`src/rtl/ab_seq_gen.sv`:
```
// A/B stimulus sequencer for an A-then-B-then-AB recognizer: PA, PB, HOLD x N, GAP per burst.
// Optional Q checker enabled by `define AB_SEQ_GEN_CHECK_EN (err tied low otherwise).
module ab_seq_gen (
    input  logic       clk,
    input  logic       rst,
    input  logic       start,
    input  logic       abort,
    input  logic [3:0] hold_len,
    input  logic [3:0] rep,
    input  logic       q_in,
    output logic       A,
    output logic       B,
    output logic       busy,
    output logic       done,
    output logic       err
);
    typedef enum logic [2:0] {IDLE, PA, PB, HOLD, GAP} state_t;

    state_t     state_q, state_d;
    logic [3:0] hold_lat_q, hold_lat_d;
    logic [3:0] hold_cnt_q, hold_cnt_d;
    logic [3:0] burst_cnt_q, burst_cnt_d;
    logic       a_q, a_d;
    logic       b_q, b_d;
    logic       done_q, done_d;

    always_comb begin
        state_d     = state_q;
        hold_lat_d  = hold_lat_q;
        hold_cnt_d  = hold_cnt_q;
        burst_cnt_d = burst_cnt_q;
        done_d      = 1'b0;
        case (state_q)
            IDLE: begin
                if (start) begin
                    state_d     = PA;
                    hold_lat_d  = (hold_len == 4'd0) ? 4'd1 : hold_len;
                    burst_cnt_d = (rep == 4'd0) ? 4'd1 : rep;
                end
            end
            PA: state_d = PB;
            PB: begin
                state_d    = HOLD;
                hold_cnt_d = hold_lat_q;
            end
            HOLD: begin
                if (hold_cnt_q <= 4'd1) begin
                    state_d    = GAP;
                    hold_cnt_d = 4'd0;
                end else begin
                    hold_cnt_d = hold_cnt_q - 4'd1;
                end
            end
            GAP: begin
                if (burst_cnt_q > 4'd1) begin
                    state_d     = PA;
                    burst_cnt_d = burst_cnt_q - 4'd1;
                end else begin
                    state_d     = IDLE;
                    burst_cnt_d = 4'd0;
                    done_d      = 1'b1;
                end
            end
            default: state_d = IDLE;
        endcase
        // Cancel wins over every in-run transition, including the final GAP's done.
        if (abort && (state_q != IDLE)) begin
            state_d     = IDLE;
            hold_lat_d  = 4'd0;
            hold_cnt_d  = 4'd0;
            burst_cnt_d = 4'd0;
            done_d      = 1'b0;
        end
        a_d = (state_d == PA) || (state_d == HOLD);
        b_d = (state_d == PB) || (state_d == HOLD);
    end

    always_ff @(posedge clk or negedge rst) begin
        if (!rst) begin
            state_q     <= IDLE;
            hold_lat_q  <= 4'd0;
            hold_cnt_q  <= 4'd0;
            burst_cnt_q <= 4'd0;
            a_q         <= 1'b0;
            b_q         <= 1'b0;
            done_q      <= 1'b0;
        end else begin
            state_q     <= state_d;
            hold_lat_q  <= hold_lat_d;
            hold_cnt_q  <= hold_cnt_d;
            burst_cnt_q <= burst_cnt_d;
            a_q         <= a_d;
            b_q         <= b_d;
            done_q      <= done_d;
        end
    end

    assign A    = a_q;
    assign B    = b_q;
    assign busy = (state_q != IDLE);
    assign done = done_q;

`ifdef AB_SEQ_GEN_CHECK_EN
    logic err_q, err_d;

    // A correct recognizer reports Q exactly while both stimuli are held high.
    always_comb begin
        err_d = err_q;
        if (busy && (q_in != (state_q == HOLD)))
            err_d = 1'b1;
    end

    always_ff @(posedge clk or negedge rst) begin
        if (!rst) err_q <= 1'b0;
        else      err_q <= err_d;
    end

    assign err = err_q;
`else
    logic unused_q_in;
    assign unused_q_in = q_in;
    assign err         = 1'b0;
`endif

endmodule

```
`config.mk`:
```
export PLATFORM = sky130hd
export DESIGN_NAME = ab_seq_gen
export DESIGN_NICKNAME = d
export VERILOG_FILES = /design/src/rtl/ab_seq_gen.sv
export SDC_FILE = /design/constraint.sdc
export NUM_CORES = 1
export LEC_CHECK = 0
export ABC_AREA = 1
export BUFFER_PORTS_ARGS = -buffer_cell sky130_fd_sc_hd__buf_2
export CAP_MARGIN = 30
export CORE_ASPECT_RATIO = 1.1
export CORE_MARGIN = 5
export CORE_UTILIZATION = 55
export CTS_CLUSTER_DIAMETER = 40
export DETAILED_ROUTE_END_ITERATION = 12
export HOLD_SLACK_MARGIN = 0.12
export PLACE_DENSITY = 0.76
export SETUP_SLACK_MARGIN = 0.3
export SYNTH_ARGS = -nofsm -noshare
export SYNTH_HDL_FRONTEND = slang
export SYNTH_SLANG_ARGS = --single-unit
export TNS_END_PERCENT = 1
```
`constraint.sdc`:
```
create_clock -name clk -period 3.2 [get_ports clk]
set_input_delay 0.64 -clock clk [delete_from_list [all_inputs] [get_ports clk]]
set_output_delay 0.64 -clock clk [all_outputs]
set_load 0.005 [all_outputs]
```
# [Yosys cells after proc, flatten, opt, wreduce, memory -nomap -nowiden]
# Index checks and enable logic that the tools add are counted.
[totals] register_bits=18 latchBits=0 ram_bits=0 romBits=0 out_inout_bits=5 memories=0
[classes] add_sub_neg=2 n_mul=0 div=0 order_cmp=2 eq_ne=8 n_shift=0 muxes=20 n_bitwise=0 reduce_logical=13
[op_table] cell="two-way mux 4 bit" count=10
[op_table] cell="case mux 4 bit (2 select lines)" count=2
[op_table] cell="case mux 3 bit (5 select lines)" count=1
[op_table] cell="== test 3 x 2 -> 1 bit (second input constant)" count=4
[op_table] cell="two-way mux 3 bit" count=3
[op_table] cell="nonzero test 3 bit" count=3
[op_table] cell="logical NOT 4 bit" count=2
[op_table] cell="subtractor 4 x 1 -> 4 bit (second input constant)" count=2
[op_table] cell="== test 3 x 1 -> 1 bit (second input constant)" count=2
[op_table] cell="greater-than comparator 4 x 1 -> 1 bit (second input constant)" count=1
[op_table] cell="less-or-equal comparator 4 x 1 -> 1 bit (second input constant)" count=1
[op_table] cell="two-way mux 1 bit" count=4
[op_table] cell="AND reduction 2 bit" count=2
[op_table] cell="nonzero test 2 bit" count=2
[op_table] cell="== test 3 bit (second input constant)" count=1
[op_table] cell="logical NOT 3 bit" count=1
[op_table] cell="!= test 3 bit (second input constant)" count=1
[op_table] cell="logical OR 1 bit" count=2
[op_table] cell="logical AND 1 bit" count=1

# [Depth between registers and ports, before layout]
[logic_depth] word_depth=6 depth_mapped=9 depth_no_buf=9

# [Worst setup path before layout]
# OpenSTA, ideal clock, no wires.
[synth_timing] path_kind="reg2out" startpoint="reg state_q[1]" endpoint="out busy" arrival_ns=0.692 required_time_ns=2.560 path_slack_ns=1.868 path_stages_with_launch=3 cell_sequence="dfrtp_1 nor2_4 nand2_4"
[synth_between] elab_chain_cells=1
[synth_rtl] element="start, declared" line_no="19" source="state_t state_q, state_d;"
[synth_rtl] element="start signal, assigned" line_no="88" source="state_q <= state_d;"
[synth_rtl] element="nonzero test 3 bit" line_no="100" source="assign busy = (state_q != IDLE);"
[synth_rtl] element="end, declared" line_no="13" source="output logic busy,"
# Every way passes these cells.

# [Worst setup path in the final report]
# Ends and elaborated chain as after synthesis.

==> impl_results.md <==
- Met2 demand-to-capacity share in global routing: 29.3%
- Fraction of met1 tracks used by global routing: 20.8%
- Arrival time at the worst endpoint: 1.20 ns
- Cell at the root of the clock tree: sky130_fd_sc_hd__clkbuf_4
- Count of mapped cells out of synthesis: 145
- Number of top-level pins: 18
- Syn_area_per_cell: 7.47 sq um
- Number of different library cells in the post-synthesis netlist: 23
- Fraction of the yosys area taken by sequential cells: 41.6%
- CTS tree: built
- Overall routing resource usage: 16.9%
- Number of antenna violations at the first check in global routing: 0
- Final setup TNS: 0 ns
- Critical R2R Capture: A$_DFF_PN0_
- Final routed wirelength across all metal layers: 2.10 mm
- Number of design rule violations left after detail routing: 0
- Result of the run: finished, final reports clean
- Total CTS buffers: 3
- Pins Over Slew Limit: 0
- Effective utilization at floorplan: 59.5%
- GR peak layer: met2
- Number of levels in the clock H-tree: 1
- Classification of the worst setup path: reg -> out
- Yosys warnings: 0
- Port Buffers: 15
- Number of hold-slack violations in the final timing report: 0
- Row count: 16
- Fin Hold WS: 0.258 ns
- Standard cell core area: 1820 sq um
- Number of detailed-routing iterations run before antenna repair: 4
- CTS Hold Bufs: 0
- Layout overhead on the synthesized area: 12.7%
- Count of final setup violators: 0
- Worst endpoint required time: 2.56 ns
- RSZ-0062 raised after global routing: no
- Detail Route Antenna Nets: 0
- Setup crit start kind: flop
- Clock sink count: 18
- Syn_nets: 162
- Die Span X: 52.3 microns
- Crit path max fanout: 5
- Number of diodes: 0
- Die Area: 2960 sq um
- Mapped Area: 1080 sq um
- Clock Path Buffers: 2
- Via count of the first global-routing pass: 996
- Setup Buffers After CTS: 0
- Final net count: 181
- Reg clk slew, reported paths: 0.11 ns
- Height of the die: 56.6 microns
- PD cells: 874 nW/um^2
- Routability-driven placement congestion ratio: 0.859
- DPL Wire Length: 1.68 mm
- Maximum number of pins on one net before global-route repair: 19
- Crit end category: output port
- Biggest area consumer among synthesized cells: sky130_fd_sc_hd__dfrtp_1
- Number of vias per cell: 4.95
- Cell Count Post-Placement: 186
- Final std cells w/o fill: 190
- Global-route wire length before repair: 3.88 mm
- PostCTS Resize Cnt: 0
- Tcrit/Tclk final: 57.4%
- Reg-to-reg critical path startpoint: burst_cnt_q[0]$_DFFE_PN0P_
- FMAX: 0.544 GHz
- Cell count of the worst reg-to-reg path: 9
- Fraction of synthesized cell area taken by the top area cell type: 41.6%
- Leak pwr: 0.692 nW
- Classification of the worst-slack hold path: in -> async
- Area contributors post-synth: sky130_fd_sc_hd__dfrtp_1 (42%), sky130_fd_sc_hd__nand2_1 (18%), sky130_fd_sc_hd__inv_1 (5.9%)
- Met3 Usage GRT: 3.17%
- Maximum vdd ir drop: 0.462 mV
- Starting DRT DRC Count: 26
- Routed wirelength normalized by instance count: 11.1 microns
- Max_cap viols: 0
- Fraction of layout instances using a drive strength above 1: 20.9%
- Worst R2R Setup Slack: 1.66 ns
- Remaining global-route overflow: 0
- Post-synthesis register bit count: 18
- Min Tclk post-route: 1.84 ns
- Layout Skew: 0.00325 ns
- Via total after detailed routing: 941
- Clock Latency Late Sink: 0.29 ns
[synthesized netlist by cell type]
cell type                  n
sky130_fd_sc_hd__o21ai_0   8
sky130_fd_sc_hd__conb_1    1
sky130_fd_sc_hd__nand2_4   3
sky130_fd_sc_hd__or2_0     1
sky130_fd_sc_hd__nor3_1    1
sky130_fd_sc_hd__ha_1      4
sky130_fd_sc_hd__buf_4     1
sky130_fd_sc_hd__a21oi_1   1
sky130_fd_sc_hd__xnor2_1   1
sky130_fd_sc_hd__nor2_4    3
sky130_fd_sc_hd__nand3_1  10
sky130_fd_sc_hd__nor2_2    1
sky130_fd_sc_hd__xor2_1    1
sky130_fd_sc_hd__inv_1    17
sky130_fd_sc_hd__dfrtp_1  18
sky130_fd_sc_hd__nor3b_1   2
sky130_fd_sc_hd__nand2_1  51
sky130_fd_sc_hd__a31oi_1   1
sky130_fd_sc_hd__nand3_2   2
sky130_fd_sc_hd__o21ai_2   1
sky130_fd_sc_hd__inv_2     3
sky130_fd_sc_hd__nor2_1   12
sky130_fd_sc_hd__nand2_2   2
[routing by layer]
layer  part of all wire [%]  vias to the layer above
met1                     44                      429
met3                    7.0                        4
met4                   0.95                        0
met5                      0                        -
li1                       -                      483
met2                     48                       25
[placed cells by master (no fill, tap or decap), drive strengths merged]
cell and n:
nor3 1, nor2 16, o21ai 9, xor2 1, ha 4, buf 15, nand2 56, xnor2 1
inv 20, nor3b 2, nand3 12, a21oi 1, dfrtp 18, conb 1, clkbuf 4, or2 1
a31oi 1
[power breakdown]
group	total (mW)	internal [mW]	leakage, nW	switching (mW)
Combinational	0.534	0.196	0.434	0.338
Sequential	0.390	0.313	0.237	0.0768
Clock	0.143	0.0693	0.0210	0.0732
[flip-flops by register name (all words and copies together), names as in the netlist]
| name | cells |
|---|---|
| burst_cnt_q | 4 |
| hold_cnt_q | 4 |
| hold_lat_q | 4 |
| state_q | 3 |
| A | 1 |
| B | 1 |
| done | 1 |
[logic make-up after synthesis]
family,count (synthesis),synth area share [%]
AND/OR/NAND/NOR,88,38.7
buffers and inverters,21,7.62
flip-flops,18,41.6
AO/OA/AOI/OAI,11,5.54
adder cells (fa/ha/maj),4,4.62
XOR/XNOR,2,1.62
other,1,0.346
[how the worst max path moves through the flow]
stage,from,endpoint,cells after the start
after detailed placement,state_q[1]$_DFF_PN0_,busy,3
after global routing,state_q[1]$_DFF_PN0_,busy,3
after floorplan,state_q[1]$_DFF_PN0_,busy,2
final,state_q[1]$_DFF_PN0_,busy,3
after CTS,state_q[1]$_DFF_PN0_,busy,3
after global placement,state_q[1]$_DFF_PN0_,busy,3
[area by class of cell]
| type | count | area [sq um] |
|---|---|---|
| repair buffers | 15 | 75.1 |
| inverters | 20 | 75.1 |
| multi-input cells | 106 | 551 |
| clock buffers | 4 | 36.3 |
| fillers | 168 | 601 |
| flip-flops and latches | 18 | 450 |
| well taps | 27 | 33.8 |
[critical path: stages (launching register included)]
cell                      delay, ns
sky130_fd_sc_hd__dfrtp_1       0.47
sky130_fd_sc_hd__nor2_4        0.21
sky130_fd_sc_hd__nand2_4       0.09
sky130_fd_sc_hd__buf_2         0.14
[per-stage QoR]
| step | utilization [%] | worst slack [ns] | area (sq um) | power, mW |
|---|---|---|---|---|
| 2_1_floorplan | - | 1.87 | 1080 | 0.796 |
| 3_3_place_gp | 65.0 | 1.71 | 1180 | 0.902 |
| 3_5_place_dp | 65.0 | 1.69 | 1180 | 0.927 |
| 4_1_cts | 67.0 | 1.36 | 1220 | 1.07 |
| 5_1_grt | 67.0 | 1.31 | 1220 | 1.18 |
| 6_report | 67.0 | 1.36 | 1220 | 1.07 |
No activity file was read; power rests on OpenSTA's default activity.
